==> src/rtl/ram_dma_pkg.sv <==
// Shared widths and FSM state encoding for the RAM-to-RAM copy engine.
package ram_dma_pkg;

  localparam int unsigned ADDR_W = 14;
  localparam int unsigned DATA_W = 16;
  localparam int unsigned LEN_W  = ADDR_W + 1;

  typedef enum logic [1:0] {
    ST_IDLE,
    ST_READ,
    ST_WRITE,
    ST_DONE
  } state_e;

endpackage

==> src/rtl/ram_dma_if.sv <==
// Request handshake plus single-port memory bus between a requester, the DMA and a RAM.
interface ram_dma_if;
  import ram_dma_pkg::*;

  logic              start;
  logic [ADDR_W-1:0] src_addr;
  logic [ADDR_W-1:0] dst_addr;
  logic [LEN_W-1:0]  length;
  logic [ADDR_W-1:0] mem_address;
  logic [DATA_W-1:0] mem_in;
  logic              mem_load;
  logic [DATA_W-1:0] mem_out;
  logic              busy;
  logic              done;

  // Requester / memory side
  modport master (
    output start, src_addr, dst_addr, length, mem_out,
    input  mem_address, mem_in, mem_load, busy, done
  );

  // DMA engine side
  modport slave (
    input  start, src_addr, dst_addr, length, mem_out,
    output mem_address, mem_in, mem_load, busy, done
  );

endinterface

==> src/rtl/ptr_reg_14.sv <==
// Loadable, wrapping incrementing address pointer.
module ptr_reg_14
  import ram_dma_pkg::*;
(
  input  logic              clk,
  input  logic              rst_n,
  input  logic              load,
  input  logic              inc,
  input  logic [ADDR_W-1:0] d,
  output logic [ADDR_W-1:0] q
);

  logic [ADDR_W-1:0] ptr_d;
  logic [ADDR_W-1:0] ptr_q;

  // Load has priority over increment; increment wraps naturally at the top address
  always_comb begin
    ptr_d = ptr_q;
    if (load)     ptr_d = d;
    else if (inc) ptr_d = ptr_q + ADDR_W'(1);
  end

  // Pointer register
  always_ff @(posedge clk or negedge rst_n) begin
    if (!rst_n) ptr_q <= '0;
    else        ptr_q <= ptr_d;
  end

  assign q = ptr_q;

endmodule

==> src/rtl/ram_dma.sv <==
// Word-by-word memory copy engine: READ latches a source word, WRITE stores it, ascending order.
module ram_dma #(
  parameter int unsigned ADDR_W = ram_dma_pkg::ADDR_W,
  parameter int unsigned DATA_W = ram_dma_pkg::DATA_W
) (
  input  logic     clock,
  input  logic     reset_n,
  ram_dma_if.slave bus
);

  localparam int unsigned LEN_W = ADDR_W + 1;

  ram_dma_pkg::state_e state_d;
  ram_dma_pkg::state_e state_q;
  logic [LEN_W-1:0]    remaining_d;
  logic [LEN_W-1:0]    remaining_q;
  logic [DATA_W-1:0]   data_d;
  logic [DATA_W-1:0]   data_q;
  logic [ADDR_W-1:0]   src_ptr;
  logic [ADDR_W-1:0]   dst_ptr;
  logic                ptr_load;
  logic                ptr_inc;

  // Pointers load only when a non-empty copy is accepted; they advance after each write
  assign ptr_load = (state_q == ram_dma_pkg::ST_IDLE) && bus.start && (bus.length != '0);
  assign ptr_inc  = (state_q == ram_dma_pkg::ST_WRITE);

  ptr_reg_14 u_src_ptr (
    .clk   (clock),
    .rst_n (reset_n),
    .load  (ptr_load),
    .inc   (ptr_inc),
    .d     (bus.src_addr),
    .q     (src_ptr)
  );

  ptr_reg_14 u_dst_ptr (
    .clk   (clock),
    .rst_n (reset_n),
    .load  (ptr_load),
    .inc   (ptr_inc),
    .d     (bus.dst_addr),
    .q     (dst_ptr)
  );

  // Next-state, datapath updates and Moore output decode
  always_comb begin
    state_d         = state_q;
    remaining_d     = remaining_q;
    data_d          = data_q;
    bus.mem_address = '0;
    bus.mem_in      = '0;
    bus.mem_load    = 1'b0;
    bus.busy        = 1'b0;
    bus.done        = 1'b0;

    unique case (state_q)
      ram_dma_pkg::ST_IDLE: begin
        if (bus.start) begin
          remaining_d = bus.length;
          state_d     = (bus.length == '0) ? ram_dma_pkg::ST_DONE : ram_dma_pkg::ST_READ;
        end
      end
      ram_dma_pkg::ST_READ: begin
        bus.busy        = 1'b1;
        bus.mem_address = src_ptr;
        data_d          = bus.mem_out;
        state_d         = ram_dma_pkg::ST_WRITE;
      end
      ram_dma_pkg::ST_WRITE: begin
        bus.busy        = 1'b1;
        bus.mem_address = dst_ptr;
        bus.mem_in      = data_q;
        bus.mem_load    = 1'b1;
        remaining_d     = remaining_q - LEN_W'(1);
        state_d         = (remaining_q == LEN_W'(1)) ? ram_dma_pkg::ST_DONE
                                                      : ram_dma_pkg::ST_READ;
      end
      ram_dma_pkg::ST_DONE: begin
        bus.busy = 1'b1;
        bus.done = 1'b1;
        state_d  = ram_dma_pkg::ST_IDLE;
      end
      default: state_d = ram_dma_pkg::ST_IDLE;
    endcase
  end

  // State, word counter and data holding register
  always_ff @(posedge clock or negedge reset_n) begin
    if (!reset_n) begin
      state_q     <= ram_dma_pkg::ST_IDLE;
      remaining_q <= '0;
      data_q      <= '0;
    end else begin
      state_q     <= state_d;
      remaining_q <= remaining_d;
      data_q      <= data_d;
    end
  end

endmodule

==> src/flat_wrapper.sv <==
// flat-port wrapper written by rule: the top's interface ports become plain ports
module ram_dma_flat 
#(
  parameter int unsigned ADDR_W = ram_dma_pkg::ADDR_W,
  parameter int unsigned DATA_W = ram_dma_pkg::DATA_W
)
  (clock, reset_n, bus_start, bus_src_addr, bus_dst_addr, bus_length, bus_mem_out, bus_mem_address, bus_mem_in, bus_mem_load, bus_busy, bus_done);
  ram_dma_if bus_i ();
  input  logic clock;
  input  logic reset_n;
  input wire logic [$bits(bus_i.start)-1:0] bus_start;
  input wire logic [$bits(bus_i.src_addr)-1:0] bus_src_addr;
  input wire logic [$bits(bus_i.dst_addr)-1:0] bus_dst_addr;
  input wire logic [$bits(bus_i.length)-1:0] bus_length;
  input wire logic [$bits(bus_i.mem_out)-1:0] bus_mem_out;
  output wire logic [$bits(bus_i.mem_address)-1:0] bus_mem_address;
  output wire logic [$bits(bus_i.mem_in)-1:0] bus_mem_in;
  output wire logic [$bits(bus_i.mem_load)-1:0] bus_mem_load;
  output wire logic [$bits(bus_i.busy)-1:0] bus_busy;
  output wire logic [$bits(bus_i.done)-1:0] bus_done;
  assign bus_i.start = bus_start;
  assign bus_i.src_addr = bus_src_addr;
  assign bus_i.dst_addr = bus_dst_addr;
  assign bus_i.length = bus_length;
  assign bus_i.mem_out = bus_mem_out;
  assign bus_mem_address = bus_i.mem_address;
  assign bus_mem_in = bus_i.mem_in;
  assign bus_mem_load = bus_i.mem_load;
  assign bus_busy = bus_i.busy;
  assign bus_done = bus_i.done;
  ram_dma #(.ADDR_W(ADDR_W), .DATA_W(DATA_W)) u_core (.clock(clock), .reset_n(reset_n), .bus(bus_i));
endmodule
==> config.mk <==
export PLATFORM = sky130hd
export DESIGN_NAME = ram_dma_flat
export DESIGN_NICKNAME = d
export VERILOG_FILES = /design/src/rtl/ram_dma_pkg.sv /design/src/rtl/ram_dma_if.sv /design/src/rtl/ptr_reg_14.sv /design/src/rtl/ram_dma.sv /design/src/flat_wrapper.sv
export SDC_FILE = /design/constraint.sdc
export NUM_CORES = 1
export LEC_CHECK = 0
export CAP_MARGIN = 20
export CELL_PAD_IN_SITES_DETAIL_PLACEMENT = 1
export CELL_PAD_IN_SITES_GLOBAL_PLACEMENT = 1
export CORE_MARGIN = 5
export CORE_UTILIZATION = 40
export CTS_BUF_LIST = sky130_fd_sc_hd__clkbuf_8
export CTS_CLUSTER_SIZE = 30
export DETAILED_ROUTE_END_ITERATION = 16
export GPL_TIMING_DRIVEN = 0
export HOLD_SLACK_MARGIN = 0.1
export PLACE_DENSITY = 0.95
export SLEW_MARGIN = 20
export SYNTH_ARGS = -nofsm -noshare
export SYNTH_HDL_FRONTEND = slang
export SYNTH_SLANG_ARGS = --single-unit
==> constraint.sdc <==
create_clock -name clock -period 5.8 [get_ports clock]
set_clock_uncertainty 0.15 [all_clocks]
set_input_delay 1.16 -clock clock [delete_from_list [all_inputs] [get_ports clock]]
set_output_delay 1.16 -clock clock [all_outputs]
set_load 0.05 [all_outputs]
* Word-level counts from Yosys, hierarchy flattened
Index checks and enable logic that the tools add are counted.
** Operators by class
- Add/sub/neg operators :: 3
- Equal/unequal tests :: 5
- Multiplexer cells :: 15
- Reductions and logical operators :: 9
** Operators with widths (count)
- 2-to-1 mux 14 bit :: 4
- case mux 15 bit (2 select lines) :: 1
- adder 14 x 1 -> 14 bit (second input constant) :: 2
- case mux 14 bit (2 select lines) :: 1
- 2-to-1 mux 16 bit :: 1
- == test 15 x 1 -> 1 bit (second input constant) :: 1
- logical NOT 15 bit :: 1
- 2-to-1 mux 15 bit :: 1
- nonzero test 15 bit :: 1
- subtractor 15 x 1 -> 15 bit (second input constant) :: 1
- case mux 2 bit (4 select lines) :: 1
- 2-to-1 mux 2 bit :: 3
- == test 2 bit (second input constant) :: 2
- nonzero test 2 bit :: 2
- 2-to-1 mux 1 bit :: 3
- OR reduction 3 bit :: 1
- == test 2 x 1 -> 1 bit (second input constant) :: 1
- logical AND 1 bit :: 2
- logical NOT 2 bit :: 1
- inequality test 2 bit (second input constant) :: 1
- AND reduction 2 bit :: 1
** Storage, ports and cells
- Flip-flop bits (word level) :: 61
- Input port bits :: 62
- Logic and storage cells :: 37

* Longest topological paths before layout
Gate-level depths: netlist of run 1.
- Depth after elaboration :: 4
- Mapped depth :: 8
- Mapped depth without buffers :: 6

* Cells and area by module
A second synthesis of run 1 with hierarchy kept.
** Second synthesis, totals
- Cell total of the unflattened synthesis :: 398
- Area total of the unflattened synthesis :: 3787.4 um^2
** By module, submodules not included
- ram_dma :: instances 1, cells an instance 222, area an instance 2100.8 um^2
- ptr_reg_14 :: instances 2, cells an instance 88, area an instance 843.3 um^2

* Worst setup path after synthesis of run 1
OpenSTA, ideal clock, no wires.
- Kind :: register -> output
- From :: register u_core.state_q[0]
- To :: output port bus_mem_address[2]
- Arrival :: 2556 ps
- Setup slack :: 1934 ps
- Stages on the path, launching flop included :: 6
- Path through :: dfrtp_1 -> inv_1 -> ha_1 -> clkbuf_1 -> nand2_1 -> a21boi_0
** On the way
- Cells in the longest elaborated chain, start to end :: 2
- Elaborated cells between the ends (all ways) :: 3
** Ends and longest elaborated chain
- start: declaration :: RTL line ram_dma.sv:14 : ram_dma_pkg::state_e state_q;
- start signal: assignment :: RTL line ram_dma.sv:91 : state_q <= ram_dma_pkg::ST_IDLE;
- start signal: assignment :: RTL line ram_dma.sv:95 : state_q <= state_d;
- == test 2 bit or == test 2 x 1 -> 1 bit (tied branches) :: RTL line ram_dma.sv:57 : unique case (state_q)
- case mux 14 bit (2 select lines) (*) :: RTL line ram_dma.sv:57
- end: declaration :: RTL line flat_wrapper.sv:16 : output wire logic [$bits(bus_i.mem_address)-1:0] bus_mem_address;
Every way passes the cells marked *; elsewhere a longest branch is shown, timed or not.

* Final worst setup path of run 1
- From :: register u_core.state_q[0]
- To :: output port bus_mem_in[13]
** On the way
- Cells in the longest elaborated chain, start to end :: 2
** Ends and longest elaborated chain
- == test 2 bit :: RTL line ram_dma.sv:57
- 2-to-1 mux 16 bit :: RTL line ram_dma.sv:57
- end: declaration :: RTL line flat_wrapper.sv:17 : output wire logic [$bits(bus_i.mem_in)-1:0] bus_mem_in;
No other way between the ends.

==> impl_results.md, run 1 <==
* Hold Slack at 0.361 ns
* Max Cap Violations at 0
* Power, Total at 2.81 mW
* Clock tree buffer depth at 2
* Dpl cells at 589
* Drt first-iter violations at 169
* Placer congestion estimate at 0.895
* Final Routed Wirelength at 12200 um
* Area delta synth->final at 36.2%
* Cell area after synthesis at 3560 sq um
* #FFs+latches synth at 61
* Maximum VDD drop at 0.391 mV
* Fmax at 205 MHz
* Cts bufs inserted at 9
* Cell mode on critical path: clkbuf_1
* Layout fillers at 990
* Non-Filler Instances at 604
* Nets@finish at 564
* Number of I/O port buffers at 94
* Die Ht at 104 um
* TNS Setup at 0 ns
* Mapped Nets at 458
* WP data required at 4.49 ns
* Antenna Diode Count at 0
* Final core utilization at 55.8%
* HP Class: flop to flop
* Hold buffers post-CTS at 0
* Worst setup EP type: primary output
* CTS tree: built
* Layout cells sized above 1 at 8.27%
* Post-CTS Setup Inserts at 0
* Setup ws final at 0.925 ns
* CTS H-tree lvls at 3
* Largest net degree at the start of global routing at 47
* GRT Overall Usage at 22.6%
* Unique masters post-synth at 38
* FF-to-FF path depth at 8
* Pleak at 1.78 nW
* Setup slack at placement at 1.33 ns
* RR Startpoint: u_core.state_q[0]
* PwrDens at 580 nW/um^2
* DR vias at 3497
* Crit path cell chain: inv_1 -> ha_1 -> clkbuf_1 -> buf_1 -> clkbuf_1 -> and2_1 -> clkdlybuf4s50_1
* Startpoint types: flop
* Clk slew on worst S/H paths at 0.07 ns
* Clk Latency, worst-skew pair at 0.34 ns
* Hpwl dp at 9140 um
* Setup-failing EPs final at 0
* Status: completed
* Router iterations before antenna repair at 5
* Starting density of the core at 41.0%
* Post-route cell area at 4840 sq um
* Mapped Cells at 386
* Post-layout min period at 4.88 ns
* Post-synthesis sequential area ratio at 42.9%
* Core area at 8680 sq um
* Hold Path Origin: u_core.data_q[2]
* Root Buffer Master: clkbuf_8
* Worst Max-Slew Pin Slew at 0.878 ns
* Top Ports at 95
* Antenna viol nets, final at 0
* Post-DP Area at 4660 sq um
* Resized Gates After CTS at 0
* Critical path startpoint: u_core.state_q[0]
* CTS sink count at 61
* Die X at 104 um
* Worst path slowest cell: clkdlybuf4s50_1
* Critical path peak fanout at 10
* First-pass GRT wire length at 20200 um
* Critical Path AT at 3.57 ns
* DR vias/cell at 5.79
* Final hold viol count at 0
* Yosys warning count at 0
* # rows at 34
* GRT overflow at 0
* Vias in the first global route at 3832
* Worst stage delay on the critical path at 0.80 ns
* # DRC at 0
* RSZ-0062 raised after global routing: no
* Initial antenna violation count at 0
* Drt wl/cell at 20.2 um
* Syn Area/Cell at 9.21 sq um
* Max Slew Vio Count at 0
* Slew HR at 40.7%
* Die area at 10900 sq um
* Depth of the worst hold-timing path at 1
* Crit path kind: flop to primary output
* Period utilization at 84.1%
logic make-up (layout without fill, tap and decap cells):
family / Yosys count / count (layout) / share of synthesized area, %
simple gates: 150 / 150 / 21.9
buf+inv: 31 / 141 / 3.31
flops: 61 / 61 / 42.9
fa+ha+maj: 10 / 10 / 3.52
mux: 27 / 27 / 8.27
xor+xnor: 26 / 26 / 6.40
compound gates: 81 / 81 / 13.7
area by class of cell:
| cell class | instances | area [sq um] | share of cell area, % |
|---|---|---|---|
| Timing Repair Buffer | 95 | 966 | 19.9 |
| Clock buffer | 12 | 165 | 3.41 |
| Multi-Input combinational cell | 294 | 1910 | 39.5 |
| Buffer | 21 | 80.1 | 1.65 |
| Inverter | 10 | 37.5 | 0.775 |
| Clock inverter | 3 | 20.0 | 0.413 |
| Tap cell | 108 | 135 | 2.79 |
| Sequential cell | 61 | 1530 | 31.5 |
worst paths after layout:
kind / to / slack (ns)
setup / recovery: bus_mem_in[13] / 0.92
hold / removal: u_core.data_q[2] / 0.36
setup reg to reg: u_core.remaining_q[11] / 2.90
hold reg to reg: u_core.data_q[2] / 0.36
max in group asynchronous: u_core.u_dst_ptr.q[5] / 4.47
min in group asynchronous: u_core.data_q[1] / 0.53
cells in the mapped netlist:
library cell,count,area [sq um]
buf_1,7,26.3
o211ai_1,2,15.0
ha_1,10,125
xor2_1,7,61.3
buf_2,1,5.00
nor2_1,9,33.8
and2_1,16,100
a22o_1,2,17.5
o22ai_1,9,56.3
nor3_1,15,75.1
nor4_1,14,87.6
o21ai_0,18,90.1
or4_1,3,22.5
o2bb2ai_1,1,8.76
a221oi_1,1,8.76
nand4_1,10,62.6
or4_4,2,22.5
a22oi_1,12,90.1
xnor2_1,19,166
a21boi_0,2,15.0
or3_1,2,12.5
o21ai_1,15,75.1
dfrtp_1,61,1530
o41ai_1,1,8.76
nor2b_1,13,81.3
and3_1,2,12.5
o31ai_1,1,7.51
nand3_1,10,50.1
a21oi_1,15,75.1
a41oi_1,1,8.76
inv_1,10,37.5
mux2i_1,8,80.1
clkbuf_1,13,48.8
or3b_2,2,17.5
nand2_1,51,191
mux2_2,19,214
a32o_1,1,10.0
nor4b_1,1,8.76
metal layers:
layer  global-route usage (%)  routed length (um)  up-vias
li1                         -                   -     1596
met1                     27.9                5020     1738
met2                     39.0                6200      145
met3                     6.27                 826       18
met4                     5.18                 161        0
met5                        0                   0        -
worst max-delay path: cells and delay by family (launching register included):
kind | cells | cell delay (ns)
adder cells (fa/ha/maj) | 1 | 0.25
buffers and inverters | 5 | 2.35
AND/OR/NAND/NOR | 1 | 0.21
flip-flops | 1 | 0.41
report_power, final:
group	internal (mW)	total, mW	leakage [nW]	switching (mW)
Clock	0.187	0.366	0.0905	0.179
Sequential	0.645	0.908	0.730	0.262
Combinational	0.602	1.54	0.957	0.935
placed cells by master, fill, tap and decap left out, drive strengths merged:
master | synthesis | final
a21boi | 2 | 2
a21oi | 15 | 15
a221oi | 1 | 1
a22o | 2 | 2
a22oi | 12 | 12
a32o | 1 | 1
a41oi | 1 | 1
and2 | 16 | 16
and3 | 2 | 2
buf | 8 | 10
clkbuf | 13 | 25
clkdlybuf4s50 | 0 | 93
clkinv | 0 | 1
clkinvlp | 0 | 2
dfrtp | 61 | 61
ha | 10 | 10
inv | 10 | 10
mux2 | 19 | 19
mux2i | 8 | 8
nand2 | 51 | 51
nand3 | 10 | 10
nand4 | 10 | 10
nor2 | 9 | 9
nor2b | 13 | 13
nor3 | 15 | 15
nor4 | 14 | 14
nor4b | 1 | 1
o211ai | 2 | 2
o21ai | 33 | 33
o22ai | 9 | 9
o2bb2ai | 1 | 1
o31ai | 1 | 1
o41ai | 1 | 1
or3 | 2 | 2
or3b | 2 | 2
or4 | 5 | 5
xnor2 | 19 | 19
xor2 | 7 | 7
sequential cells by signal, indices dropped and copies added (netlist names):
name / cells
u_core.remaining_q: 15
u_core.state_q: 2
u_core.u_dst_ptr.q: 14
u_core.data_q: 16
u_core.u_src_ptr.q: 14
Power figures use the tool's default switching activity.
==> inputs of run 2 (changes only) <==
--- a/config.mk
+++ b/config.mk
@@ -9,13 +9,13 @@
 export CELL_PAD_IN_SITES_DETAIL_PLACEMENT = 1
 export CELL_PAD_IN_SITES_GLOBAL_PLACEMENT = 1
 export CORE_MARGIN = 5
-export CORE_UTILIZATION = 40
+export CORE_UTILIZATION = 38
 export CTS_BUF_LIST = sky130_fd_sc_hd__clkbuf_8
 export CTS_CLUSTER_SIZE = 30
 export DETAILED_ROUTE_END_ITERATION = 16
 export GPL_TIMING_DRIVEN = 0
 export HOLD_SLACK_MARGIN = 0.1
-export PLACE_DENSITY = 0.95
+export PLACE_DENSITY = 0.94
 export SLEW_MARGIN = 20
 export SYNTH_ARGS = -nofsm -noshare
 export SYNTH_HDL_FRONTEND = slang
==> constraint.sdc (replaced) <==
create_clock -name clock -period 4.77 [get_ports clock]
set_clock_uncertainty 0.15 [all_clocks]
set_input_delay 0.954 -clock clock [delete_from_list [all_inputs] [get_ports clock]]
set_output_delay 0.954 -clock clock [all_outputs]
set_load 0.05 [all_outputs]
==> impl_results.md, run 2 (synthesis gave the netlist of run 1 again) <==
* DR vias/cell at 5.76 (was 5.79)
* RSZ-0062 raised after global routing: no (unchanged)
* Max Slew Vio Count at 0 (unchanged)
* Router iterations before antenna repair at 4 (was 5)
* Post-DP Area at 4650 sq um (was 4660 sq um)
* Pleak at 1.82 nW (was 1.78 nW)
* Startpoint types: flop (unchanged)
* PwrDens at 728 nW/um^2 (was 580 nW/um^2)
* Worst setup EP type: primary output (unchanged)
* HP Class: flop to flop (unchanged)
* Top Ports at 95 (unchanged)
* Hpwl dp at 9020 um (was 9140 um)
* Top flop regs: u_core.data_q: 16 flops, u_core.remaining_q: 15 flops (unchanged)
* Max reg flops at 16 (unchanged)
* Placer congestion estimate at 0.902 (was 0.895)
* TNS Setup at 0 ns (unchanged)
* GRT overflow at 0 (unchanged)
* Initial antenna violation count at 0 (unchanged)
* Status: completed (unchanged)
* Most common cell after layout, fill and taps aside: clkdlybuf4s50_1 (unchanged)
* Nets@finish at 564 (unchanged)
* Post-CTS Setup Inserts at 0 (unchanged)
* CTS tree: built (unchanged)
* Critical Path AT at 3.53 ns (was 3.57 ns)
* Clk slew on worst S/H paths at 0.08 ns (was 0.07 ns)
* Die X at 107 um (was 104 um)
* First-pass GRT wire length at 20200 um (about the same)
* Final Routed Wirelength at 12300 um (was 12200 um)
* Vias in the first global route at 3893 (was 3832)
* Layout cells sized above 1 at 8.85% (was 8.27%)
* Area delta synth->final at 38.2% (was 36.2%)
* WP data required at 3.67 ns (was 4.49 ns)
* Drt wl/cell at 20.2 um (about the same)
* Root Buffer Master: clkbuf_8 (unchanged)
* Number of I/O port buffers at 94 (unchanged)
* # DRC at 0 (unchanged)
* Antenna viol nets, final at 0 (unchanged)
* Setup-failing EPs final at 0 (unchanged)
* Layout fillers at 1062 (was 990)
* Maximum VDD drop at 0.533 mV (was 0.391 mV)
* Largest net degree at the start of global routing at 32 (was 47)
* Drt first-iter violations at 156 (was 169)
* Core area at 9200 sq um (was 8680 sq um)
* Post-layout min period at 4.63 ns
* Cts bufs inserted at 9 (unchanged)
* DR vias at 3508 (was 3497)
* Fmax at 216 MHz
* GRT Overall Usage at 22.2% (was 22.6%)
* Clk Latency, worst-skew pair at 0.36 ns (was 0.34 ns)
* Die area at 11400 sq um (was 10900 sq um)
* CTS H-tree lvls at 3 (unchanged)
* Final hold viol count at 0 (unchanged)
* Clock tree buffer depth at 2 (unchanged)
* Commonest non-fill, non-tap cells in the layout: clkdlybuf4s50_1, dfrtp_1, nand2_1, xnor2_1, mux2_2 (unchanged)
* Crit path kind: flop to primary output (unchanged)
* Post-route cell area at 4920 sq um (was 4840 sq um)
* Hold buffers post-CTS at 0 (unchanged)
* Starting density of the core at 38.7% (was 41.0%)
* CTS sink count at 61 (unchanged)
* Slew HR at 32.4% (was 40.7%)
* # rows at 35 (was 34)
* Worst Max-Slew Pin Slew at 1.00 ns (was 0.878 ns)
* Period utilization at 97.1%
* Reg with most FFs: u_core.data_q (unchanged)
* Die Ht at 107 um (was 104 um)
* Max Cap Violations at 0 (unchanged)
* Critical path peak fanout at 10 (unchanged)
==> run 2: worst paths after layout <==
| kind | startpoint | endpoint | slack [ns] | depth (start not counted) |
|---|---|---|---|---|
| worst min register to register | u_core.data_q[3] | u_core.data_q[3] | 0.35 | 1 |
| worst max-delay path | u_core.state_q[0] | bus_mem_in[13] | 0.14 | 7 |
| worst max register to register | u_core.state_q[0] | u_core.remaining_q[11] | 1.97 | 8 |
| worst min-delay path | u_core.data_q[3] | u_core.data_q[3] | 0.35 | 1 |
| max in group asynchronous | reset_n | u_core.u_src_ptr.q[9] | 3.57 | 2 |
| min in group asynchronous | reset_n | u_core.remaining_q[3] | 0.39 | 1 |
==> run 2: final cells by class <==
cell class	count	area (sq um)	area share, %
well taps	111	139	2.83
plain buffers	21	82.6	1.68
repair buffers	95	958	19.5
clock inverters	5	106	2.16
diodes	1	2.50	0.0509
clock buffers	11	151	3.08
flip-flops and latches	61	1530	31.1
inverters	10	37.5	0.764
multi-input cells	294	1910	38.9
==> run 2: what timing repair did <==
action                     4_1_cts  5_1_grt
setup endpoints to repair        1        4
resized for setup                1        1
pin swaps                        0        0
==> run 2: metrics by stage <==
| step | util, % | setup slack (ns) | power, mW | hold slack, ns | instances |
|---|---|---|---|---|---|
| global placement | 50.4 | 0.525 | 2.83 | 0.330 | 591 |
| CTS | 53.4 | 0.0902 | 3.58 | 0.359 | 608 |
| finish | 53.5 | 0.136 | 3.58 | 0.354 | 609 |
| floorplan | - | 1.11 | 2.29 | 0.323 | 386 |
| global route | 53.4 | 0.0283 | 3.80 | 0.377 | 608 |
| detailed placement | 50.6 | 0.410 | 2.95 | 0.342 | 592 |
==> run 2: critical path, cell delays in order (launching register included) <==
cell             delay [ns]
dfrtp_1                0.42
inv_1                  0.15
ha_1                   0.24
clkbuf_1               0.45
buf_2                  0.37
clkbuf_1               0.48
and2_1                 0.24
clkdlybuf4s50_1        0.81
==> run 2: layer usage <==
metal  share of wire, %  global-route usage, %
met5                  0                      0
met4                2.6                   7.49
met3                5.7                   5.00
met2                 49                   37.9
met1                 42                   27.8
==> run 2: where the power goes <==
group | switching [mW] | internal [mW]
Clock | 0.226 | 0.377
Sequential | 0.321 | 0.784
Combinational | 1.14 | 0.732
Total | 1.69 | 1.89
==> inputs of run 3 (changes only) <==
--- a/config.mk
+++ b/config.mk
@@ -20,3 +20,4 @@
 export SYNTH_ARGS = -nofsm -noshare
 export SYNTH_HDL_FRONTEND = slang
 export SYNTH_SLANG_ARGS = --single-unit
+export TNS_END_PERCENT = 50
==> results of run 3 <==
No change in the layout: final DEF, timing and power equal those of run 2.
